--- config.mk ---
export PLATFORM = sky130hd
export DESIGN_NAME = status_flags_reg
export DESIGN_NICKNAME = d
export VERILOG_FILES = /design/src/rtl/p6502_pkg.sv /design/src/rtl/branch_cond_eval.sv /design/src/rtl/status_flags_reg.sv
export SDC_FILE = /design/constraint.sdc
export NUM_CORES = 1
export LEC_CHECK = 0
export CORE_MARGIN = 5
export CORE_UTILIZATION = 30
export CTS_CLUSTER_SIZE = 20
export DETAILED_ROUTE_END_ITERATION = 8
export GPL_ROUTABILITY_DRIVEN = 0
export MAX_ROUTING_LAYER = met4
export PLACE_DENSITY = 0.76
export SETUP_SLACK_MARGIN = 0.15
export SYNTH_ARGS = -nofsm -noshare
export SYNTH_HDL_FRONTEND = slang
export SYNTH_SLANG_ARGS = --single-unit
--- constraint.sdc ---
create_clock -name clk -period 3.1 [get_ports clk]
set_clock_uncertainty 0.15 [all_clocks]
set_input_delay 0.62 -clock clk [delete_from_list [all_inputs] [get_ports clk]]
set_output_delay 0.62 -clock clk [all_outputs]
set_load 0.005 [all_outputs]
--- src/rtl/p6502_pkg.sv ---
// Shared 6502/2A03 definitions: status-flag bit positions, flag-instruction
// and branch-select encodings, and the P-register packing helper.
package p6502_pkg;

  localparam int unsigned FLAG_C = 0;
  localparam int unsigned FLAG_Z = 1;
  localparam int unsigned FLAG_I = 2;
  localparam int unsigned FLAG_D = 3;
  localparam int unsigned FLAG_B = 4;
  localparam int unsigned FLAG_U = 5;
  localparam int unsigned FLAG_V = 6;
  localparam int unsigned FLAG_N = 7;

  localparam logic [7:0] RESET_P_DEFAULT = 8'h04;

  typedef enum logic [2:0] {
    FOP_NONE = 3'd0,
    FOP_CLC  = 3'd1,
    FOP_SEC  = 3'd2,
    FOP_CLI  = 3'd3,
    FOP_SEI  = 3'd4,
    FOP_CLV  = 3'd5,
    FOP_CLD  = 3'd6,
    FOP_SED  = 3'd7
  } flag_op_e;

  typedef enum logic [1:0] {
    BR_N = 2'd0,
    BR_V = 2'd1,
    BR_C = 2'd2,
    BR_Z = 2'd3
  } br_sel_e;

  // Bit 5 reads as 1 on the bus; B exists only in the pushed image.
  function automatic logic [7:0] pack_p(input logic n, input logic v, input logic b,
                                        input logic d, input logic i, input logic z,
                                        input logic c);
    return {n, v, 1'b1, b, d, i, z, c};
  endfunction

endpackage

--- src/rtl/branch_cond_eval.sv ---
// Conditional-branch decision: select one stored flag by opcode bits 7:6 and
// compare it against opcode bit 5.
module branch_cond_eval
  import p6502_pkg::*;
(
  input  logic       n_i,
  input  logic       v_i,
  input  logic       c_i,
  input  logic       z_i,
  input  logic [1:0] br_sel_i,
  input  logic       br_val_i,
  output logic       taken_o
);

  logic flag_s;

  // 4:1 flag mux on the branch select field
  always_comb begin
    flag_s = 1'b0;
    case (br_sel_e'(br_sel_i))
      BR_N:    flag_s = n_i;
      BR_V:    flag_s = v_i;
      BR_C:    flag_s = c_i;
      BR_Z:    flag_s = z_i;
      default: flag_s = 1'b0;
    endcase
  end

  assign taken_o = (flag_s == br_val_i);

endmodule

--- src/rtl/status_flags_reg.sv ---
// 6502 processor status register P: ALU flag capture, flag instructions,
// BIT/PLP/PHP/interrupt paths, branch evaluation and delayed IRQ inhibit.
module status_flags_reg
  import p6502_pkg::*;
#(
  parameter logic [7:0] RESET_P = RESET_P_DEFAULT,
  parameter bit         I_DELAY = 1'b1
) (
  input  logic       clk,
  input  logic       reset,
  input  logic       alu_n,
  input  logic       alu_v,
  input  logic       alu_z,
  input  logic       alu_c,
  input  logic       upd_nz,
  input  logic       upd_c,
  input  logic       upd_v,
  input  logic       bit_op,
  input  logic [2:0] flag_op,
  input  logic       plp_load,
  input  logic [7:0] data_in,
  input  logic       set_i_int,
  input  logic       push_brk,
  input  logic       fetch,
  input  logic [1:0] br_sel,
  input  logic       br_val,
  output logic [7:0] p_out,
  output logic       carry_out,
  output logic       overflow_out,
  output logic       branch_taken,
  output logic       irq_inhibit
);

  logic n_q, v_q, d_q, i_q, z_q, c_q, inh_q;
  logic n_d, v_d, d_d, i_d, z_d, c_d, inh_d;
  logic unused_data_s;

  assign unused_data_s = ^data_in[FLAG_U:FLAG_B];

  // Next-state flags; later assignments within the else branch carry higher priority
  always_comb begin
    n_d = n_q;
    v_d = v_q;
    d_d = d_q;
    i_d = i_q;
    z_d = z_q;
    c_d = c_q;
    if (plp_load) begin
      n_d = data_in[FLAG_N];
      v_d = data_in[FLAG_V];
      d_d = data_in[FLAG_D];
      i_d = data_in[FLAG_I];
      z_d = data_in[FLAG_Z];
      c_d = data_in[FLAG_C];
    end else begin
      if (upd_nz) begin
        n_d = alu_n;
        z_d = alu_z;
      end else begin
        n_d = n_q;
        z_d = z_q;
      end
      c_d = upd_c ? alu_c : c_q;
      v_d = upd_v ? alu_v : v_q;
      if (bit_op) begin
        n_d = data_in[FLAG_N];
        v_d = data_in[FLAG_V];
        z_d = alu_z;
      end else begin
        n_d = n_d;
      end
      case (flag_op_e'(flag_op))
        FOP_CLC:  c_d = 1'b0;
        FOP_SEC:  c_d = 1'b1;
        FOP_CLI:  i_d = 1'b0;
        FOP_SEI:  i_d = 1'b1;
        FOP_CLV:  v_d = 1'b0;
        FOP_CLD:  d_d = 1'b0;
        FOP_SED:  d_d = 1'b1;
        default:  c_d = c_d;
      endcase
      i_d = set_i_int ? 1'b1 : i_d;
    end
  end

  // IRQ-polling view of I: sampled at fetch, forced high on interrupt entry
  always_comb begin
    if (set_i_int && !plp_load) begin
      inh_d = 1'b1;
    end else if (fetch) begin
      inh_d = i_q;
    end else begin
      inh_d = inh_q;
    end
  end

  // Flag storage with synchronous reset
  always_ff @(posedge clk) begin
    if (reset) begin
      n_q   <= RESET_P[FLAG_N];
      v_q   <= RESET_P[FLAG_V];
      d_q   <= RESET_P[FLAG_D];
      i_q   <= RESET_P[FLAG_I];
      z_q   <= RESET_P[FLAG_Z];
      c_q   <= RESET_P[FLAG_C];
      inh_q <= 1'b1;
    end else begin
      n_q   <= n_d;
      v_q   <= v_d;
      d_q   <= d_d;
      i_q   <= i_d;
      z_q   <= z_d;
      c_q   <= c_d;
      inh_q <= inh_d;
    end
  end

  assign p_out        = pack_p(n_q, v_q, push_brk, d_q, i_q, z_q, c_q);
  assign carry_out    = c_q;
  assign overflow_out = v_q;
  assign irq_inhibit  = I_DELAY ? inh_q : i_q;

  branch_cond_eval u_branch_cond_eval (
    .n_i      (n_q),
    .v_i      (v_q),
    .c_i      (c_q),
    .z_i      (z_q),
    .br_sel_i (br_sel),
    .br_val_i (br_val),
    .taken_o  (branch_taken)
  );

endmodule

# Yosys cells after proc, flatten, opt, wreduce, memory -nomap -nowiden
# Index checks and enable logic that the tools add are counted.
# Widths: inputs -> output; s select.
# word_totals
regBits	7
out_inout_bits	12
word_cells	46
input_bits	28
# op_classes
n_eq_ne	11
mux	19
n_reduce_logical	9
# ops
cell	count
$mux 1	15
$eq 3x3->1 const B	4
$reduce_bool 4->1	3
$eq 3x2->1 const B	2
$pmux 1 s2	3
$reduce_bool 3->1	2
$eq 2x2->1 const B	2
$pmux 1 s4	1
$eq 3x1->1 const B	1
$eq 2x1->1 const B	1
$logic_not 2->1	1
$reduce_or 2->1	1
$eq 1x1->1	1
$logic_and 1x1->1	1
$logic_not 1->1	1

# Longest topological paths before layout
# Gate-level depths: netlist of run 1.
# depth
word_depth	4
depth_mapped	4

# Cells and area by module
# From an unflattened synthesis of run 1, not the netlist that was laid out.
# hier_totals
hier_cells	52
area_unflattened_um2	484.2
# modules_own_cells
module	instances	area_per_inst_um2	cells_each	seq_area_each_um2
status_flags_reg	1	452.9	50	140.1
branch_cond_eval	1	31.3	2	0.0

# Worst setup path before layout of run 1
# OpenSTA, ideal clock, no wires.
# synth_timing
path_kind	input -> output
from	input br_sel[0]
to	output branch_taken
setup_slack_ns	1.059
n_path_buf	0
arrival_ns	1.271
stages	2
cell_sequence	mux4_2 > xnor2_1
# synth_between
elab_chain_cells	3
word_cells_on_any_way	6
classes_between	eq/ne: 4; mux: 1; reduce/logical: 1
# synth_lines
element	line	rtl
start: declaration	status_flags_reg.sv:25	input logic [1:0] br_sel,
$eq 2x2->1, or another cell as far along	branch_cond_eval.sv:20	case (br_sel_e'(br_sel_i))
$pmux 1 s4 (*)	branch_cond_eval.sv:20	
$eq 1x1->1 (*)	branch_cond_eval.sv:29	assign taken_o = (flag_s == br_val_i);
end: declaration	status_flags_reg.sv:30	output logic branch_taken,
# Mark *: on every way between the ends. The rest lies on a longest branch, timed or not.

# Final worst setup path of run 1
# Ends and elaborated chain as after synthesis.

==> impl_metrics.py, run 1 <==
metrics = {
    "synthesis": {
        "synth_compound_area_share_pct": 22.9,
        "synthMuxAreaShare_pct": 13.2,
        "ys_seq_area_share_pct": 29.1,
        "synth_cell_types": 26,
        "avgSynthCellArea_sq_um": 9.26,
        "synthTopCellsByArea": "dfxtp_1 29%, buf_4 12%, mux2i_1 6.2%, mux4_2 4.7%, nor2_1 3.9%",
        "synth_top_area_share_pct": 29.1,
        "netlist_area_sq_um": 482,
        "yosysWarnings": 0,
        "yosys.area_share.simple_pct": 15.8,
        "synth_top_family_by_area": "compound AO/OA/AOI/OAI gates",
        "syn_nets": 80,
        "synth.largest_area_cell": "dfxtp_1",
        "synthXorXnorAreaFrac_pct": 1.82,
        "synth_adder_area_share_pct": 0,
        "synthCells": 52,
        "synth_seq_cells": 7,
    },
    "die": {
        "die_h_um": 50.1,
        "dieArea_sq_mm": 0.00251,
        "die_w_um": 50.1,
        "core_area_sq_mm": 0.00151,
        "top_level_ports": 40,
        "start_util_pct": 32.0,
        "row_count": 14,
    },
    "final_layout": {
        "fillers": 157,
        "diodes": 0,
        "fin_util_pct": 53.3,
        "fin_nets": 110,
        "fin_cells": 97,
        "syn_to_final_growth_pct": 66.8,
        "fin_area_sq_um": 803,
        "drive_gt1_share_pct": 9.88,
    },
    "drt": {
        "firstDrtPassIters": 3,
        "route.detailed.drc": 0,
        "via_per_inst": 4.92,
        "detail_route.wl_per_cell_um": 12.9,
        "ant_nets": 0,
        "drt_wl_total_um": 1260,
        "drt_iter0_drc": 3,
        "routed-via-count": 477,
    },
    "placed_design": {
        "post-place-cells": 93,
        "dp_slack_ns": 0.0256,
        "postPlaceCellArea_sq_um": 771,
        "hpwl_um": 1050,
        "portBuffers": 34,
    },
    "setup_path": {
        "worst_path_dominant_cell_family": "buffers and inverters",
        "path_cells": "clkdlybuf4s50_1, mux4_2, xnor2_2, dlygate4sd2_1",
        "critPathKind": "input port to primary output",
        "cp.required_ns": 2.33,
        "arrival_ns": 2.03,
        "crit_fanout": 1,
        "cpMaxStageDelayCell": "mux4_2",
        "crit_path_end_kind": "primary output",
        "critPathMaxStageDelay_ns": 0.53,
        "start_kind": "input port",
        "cp_num_buf_inv": 2,
    },
    "timing": {
        "rsz0062_at_grt": "no",
        "min_period_ns": 2.80,
        "holdWs_ns": 0.315,
        "fin_crit_sh_pct": 90.4,
        "setup-violations-final": 0,
        "drv_slew": 0,
        "fin_ws_ns": 0.298,
        "timing.fmax_ghz": 0.357,
        "hold_viol": 0,
        "tns_ns": 0,
    },
    "cts": {
        "cts_root_buf": "clkbuf_4",
        "cts_made_buffers": 3,
        "clockBufferDepth": 2,
        "clkTransAtPathRegs_ns": 0.06,
        "insertion_delay_ns": 0.25,
        "htree_num_levels": 1,
        "cts_tree": "built",
        "cts_sinks": 7,
    },
    "global_route": {
        "grt_pass1_vias": 451,
        "grt-ovfl-total": 0,
        "use_met2_pct": 18.0,
        "grt-busiest-layer": "met2",
        "grt_use_met3_pct": 6.02,
        "groute.layer.met1.usage_pct": 10.7,
        "grt_max_degree": 11,
        "grt_pass1_wl_um": 2060,
        "grt_usage_pct": 11.0,
        "antenna_found_initial": 0,
    },
    "status": {
        "status": "complete, no violations",
    },
    "pwr": {
        "p_leak_nw": 0.312,
        "vdd_drop_max_mv": 0.209,
        "power_density_mw_per_mm2": 335,
        "total_power_mw": 0.269,
    },
    "hold_path": {
        "hold_path_class": "flip-flop to flip-flop",
    },
    "job": {
        "drv_cap": 0,
    },
}
==> final cells by class <==
type	instances	area (sq um)	area share (%)
clock buffers	4	26.3	3.27
inverters	2	7.51	0.935
multi-input cells	34	270	33.6
flip-flops and latches	7	140	17.4
well taps	16	20.0	2.49
repair buffers	34	339	42.2
==> cell families (layout without fill, tap and decap cells) <==
group	after synthesis	count (layout)
DFF	7	7
muxes	5	5
AOI/OAI and AO/OA	14	14
and+or+nand+nor	13	13
xor gates and xnor gates	1	1
other	1	1
buffers and inverters	11	40
==> worst reg2reg max path: stages (launching register included) <==
cell and delay [ns]:
dfxtp_1 0.33, o21bai_1 0.15, a2111oi_1 0.38, o21bai_1 0.11
==> synth_stat cells (all sizes together) <==
| master | count |
|---|---|
| inv | 2 |
| and4bb | 1 |
| a21oi | 2 |
| mux4 | 1 |
| mux2 | 1 |
| a221oi | 1 |
| nand2 | 1 |
| a311oi | 1 |
| mux2i | 3 |
| xnor2 | 1 |
| nor2 | 6 |
| o21bai | 2 |
| conb | 1 |
| dfxtp | 7 |
| or2b | 1 |
| o21a | 1 |
| nor2b | 2 |
| nor3 | 2 |
| o21ai | 1 |
| a21boi | 2 |
| buf | 9 |
| a2111oi | 2 |
| a211oi | 2 |
==> per-layer routing <==
metal | vias up | part of all wire, %
met1 | 208 | 36
li1 | 240 | -
met5 | - | 0
met3 | 2 | 16
met2 | 27 | 47
met4 | 0 | 0.96
==> cell usage in the layout (no fill, tap or decap), drive strengths merged <==
| master | count |
|---|---|
| o21ai | 1 |
| or2b | 1 |
| inv | 2 |
| a21boi | 2 |
| nor2b | 2 |
| dlygate4sd2 | 1 |
| o21bai | 2 |
| xnor2 | 1 |
| dfxtp | 7 |
| clkdlybuf4s50 | 33 |
| a311oi | 1 |
| conb | 1 |
| mux2 | 1 |
| and4bb | 1 |
| mux4 | 1 |
| clkbuf | 4 |
| a211oi | 2 |
| nand2 | 1 |
| mux2i | 3 |
| a2111oi | 2 |
| a221oi | 1 |
| o21a | 1 |
| nor2 | 6 |
| nor3 | 2 |
| a21oi | 2 |
==> sequential cells by signal (all words and copies together) (netlist names) <==
register / count
carry_out: 1
z_q: 1
i_q: 1
n_q: 1
d_q: 1
irq_inhibit: 1
overflow_out: 1
==> report_power, final <==
part	switching (mW)	total, mW	leakage, nW	internal, mW
logic	0.0265	0.0843	0.239	0.0578
clock network	0.0354	0.0847	0.0150	0.0492
registers	0.00438	0.100	0.0581	0.0961
==> worst paths after layout <==
check | slack [ns] | from | cells after the start | endpoint
worst max-delay path | 0.30 | br_sel[0] | 4 | branch_taken
worst min-delay path | 0.32 | irq_inhibit | 2 | irq_inhibit
worst min register to register | 0.32 | irq_inhibit | 2 | irq_inhibit
worst max register to register | 1.86 | i_q | 3 | i_q
==> repair_timing <==
action | in CTS | in global routing
resized for setup | 2 | 0
hold buffers | 0 | 0
hold endpoints to repair | 0 | 0
setup buffers | 0 | 0
endpoints found under the setup margin | 1 | 0
Power figures use the tool's default switching activity.
==> inputs of run 2 (changes only) <==
==> constraint.sdc (replaced) <==
create_clock -name clk -period 3.1 [get_ports clk]
set_clock_uncertainty 0.15 [all_clocks]
set_input_delay 0.31 -clock clk [delete_from_list [all_inputs] [get_ports clk]]
set_output_delay 0.31 -clock clk [all_outputs]
set_load 0.005 [all_outputs]
==> run 2 against run 1 <==
Against the previous run: core utilization fell by 0.42 points; via count up 2.5%; worst setup slack gained 0.36 ns; cell count unchanged; highest routed layer is now met3.
==> impl_metrics.py, run 2 (synthesis results as in run 1) <==
metrics = {
    "pwr": {
        "switchingPower_mw": 0.0656,
        "vdd_drop_max_mv": 0.138,
        "p_leak_nw": 0.306,
        "p_clk_share_pct": 31.7,
        "p_seq_share_pct": 37.3,
        "switching_share_pct": 24.4,
        "total_power_mw": 0.269,
        "power_density_mw_per_mm2": 337,
        "internal-power_mw": 0.203,
        "power_frac_comb_pct": 31.0,
    },
    "global_route": {
        "grt_pass1_vias": 428,
        "grt_max_degree": 11,
        "antenna_found_initial": 0,
        "grt-ovfl-total": 0,
        "grt_usage_pct": 10.2,
        "grt_pass1_wl_um": 1860,
    },
    "placed_design": {
        "hpwl_um": 1010,
        "portBuffers": 34,
    },
    "drt": {
        "route.detailed.drc": 0,
        "drt_iter0_drc": 4,
        "routed-via-count": 489,
        "firstDrtPassIters": 2,
        "drt_wl_total_um": 1200,
        "ant_nets": 0,
        "detail_route.wl_per_cell_um": 12.4,
        "via_per_inst": 5.04,
    },
    "hold_path": {
        "min_delay_path_depth": 2,
        "hold_path_class": "flip-flop to flip-flop",
        "min-delay-start": "irq_inhibit",
    },
    "die": {
        "core_area_sq_mm": 0.00151,
        "top_level_ports": 40,
        "start_util_pct": 32.0,
        "die_w_um": 50.1,
        "die_h_um": 50.1,
        "dieArea_sq_mm": 0.00251,
        "row_count": 14,
    },
    "setup_path": {
        "arrival_ns": 1.98,
        "crit_fanout": 1,
        "crit_path_end_kind": "primary output",
        "cp.required_ns": 2.64,
        "reg2reg_depth": 3,
        "critPathKind": "input port to primary output",
        "rr_startpoint": "i_q",
        "startpoint": "br_sel[0]",
        "start_kind": "input port",
    },
    "final_layout": {
        "fin_nets": 110,
        "seq_area_sq_um": 140,
        "multi_input_area_sq_um": 263,
        "layout_commonest_cell": "clkdlybuf4s50_1",
        "fillers": 153,
        "final_cell_mix": "34 x clkdlybuf4s50_1, 7 x dfxtp_1, 5 x nor2_1",
        "syn_to_final_growth_pct": 65.5,
        "drive_gt1_share_pct": 8.64,
        "diodes": 0,
    },
    "job": {
        "drv_cap": 0,
    },
    "cts": {
        "cts_hold_buffers": 0,
        "cts_sinks": 7,
        "cts_setup_buffers": 0,
        "clkTransAtPathRegs_ns": 0.06,
        "cts_made_buffers": 3,
        "cts_tree": "built",
        "insertion_delay_ns": 0.25,
        "cts_root_buf": "clkbuf_4",
        "post_cts_resize_count": 0,
        "clockBufferDepth": 2,
        "htree_num_levels": 1,
    },
    "status": {
        "status": "complete, no violations",
    },
    "timing": {
        "timing.fmax_ghz": 0.410,
        "drv_slew": 0,
        "hold_viol": 0,
        "tns_ns": 0,
        "fin_crit_sh_pct": 78.7,
        "min_period_ns": 2.44,
        "rsz0062_at_grt": "no",
        "setup-violations-final": 0,
    },
}
## run 2: cell types whose count changed in the layout (fill, tap and decap cells not counted), sizes merged
cell and delta:
dlygate4sd2 -1, clkdlybuf4s50 +1
## run 2: metal layers
| layer | vias up | global-route usage (%) | share of wire, % |
|---|---|---|---|
| met5 | - | - | 0 |
| met4 | 0 | 5.24 | 0 |
| met3 | 0 | 6.33 | 17 |
| met2 | 25 | 15.9 | 47 |
| met1 | 226 | 9.52 | 36 |
| li1 | 238 | - | - |
## run 2: metrics by stage
stage               hold WS, ns  cells  area [sq um]  setup slack, ns  util, %
floorplan                 0.229     52           482             1.68        -
global placement          0.299     93           771            0.689     51.2
CTS                       0.323     97           797            0.647     52.9
global route              0.357     97           797            0.563     52.9
detailed placement        0.309     93           771            0.658     51.2
finish                    0.314     97           797            0.659     52.9
## run 2: critical path: stages
cell and delay (ns):
clkdlybuf4s50_1 0.48, mux4_2 0.51, xnor2_1 0.16, clkdlybuf4s50_1 0.52
## run 2: cell type report
class                           instances  area share (%)
Clock buffer                            4            3.30
Inverter                                2           0.942
Multi-Input combinational cell         34            33.0
Sequential cell                         7            17.6
Tap cell                               16            2.51
Timing Repair Buffer                   34            42.7
## run 2: path summary, 6_finish.rpt
path,endpoint,slack [ns]
setup reg to reg,i_q,1.86
hold / removal,irq_inhibit,0.31
hold reg to reg,irq_inhibit,0.31
setup / recovery,branch_taken,0.66
## run 2: power groups by stage
stage	Clock (mW)	Sequential [mW]	Combinational, mW
after floorplan	0	0.102	0.0369
after global placement	0	0.102	0.0828
after global routing	0.0965	0.101	0.0912
after detailed placement	0	0.102	0.0843
final	0.0852	0.100	0.0835
after CTS	0.0903	0.100	0.0848
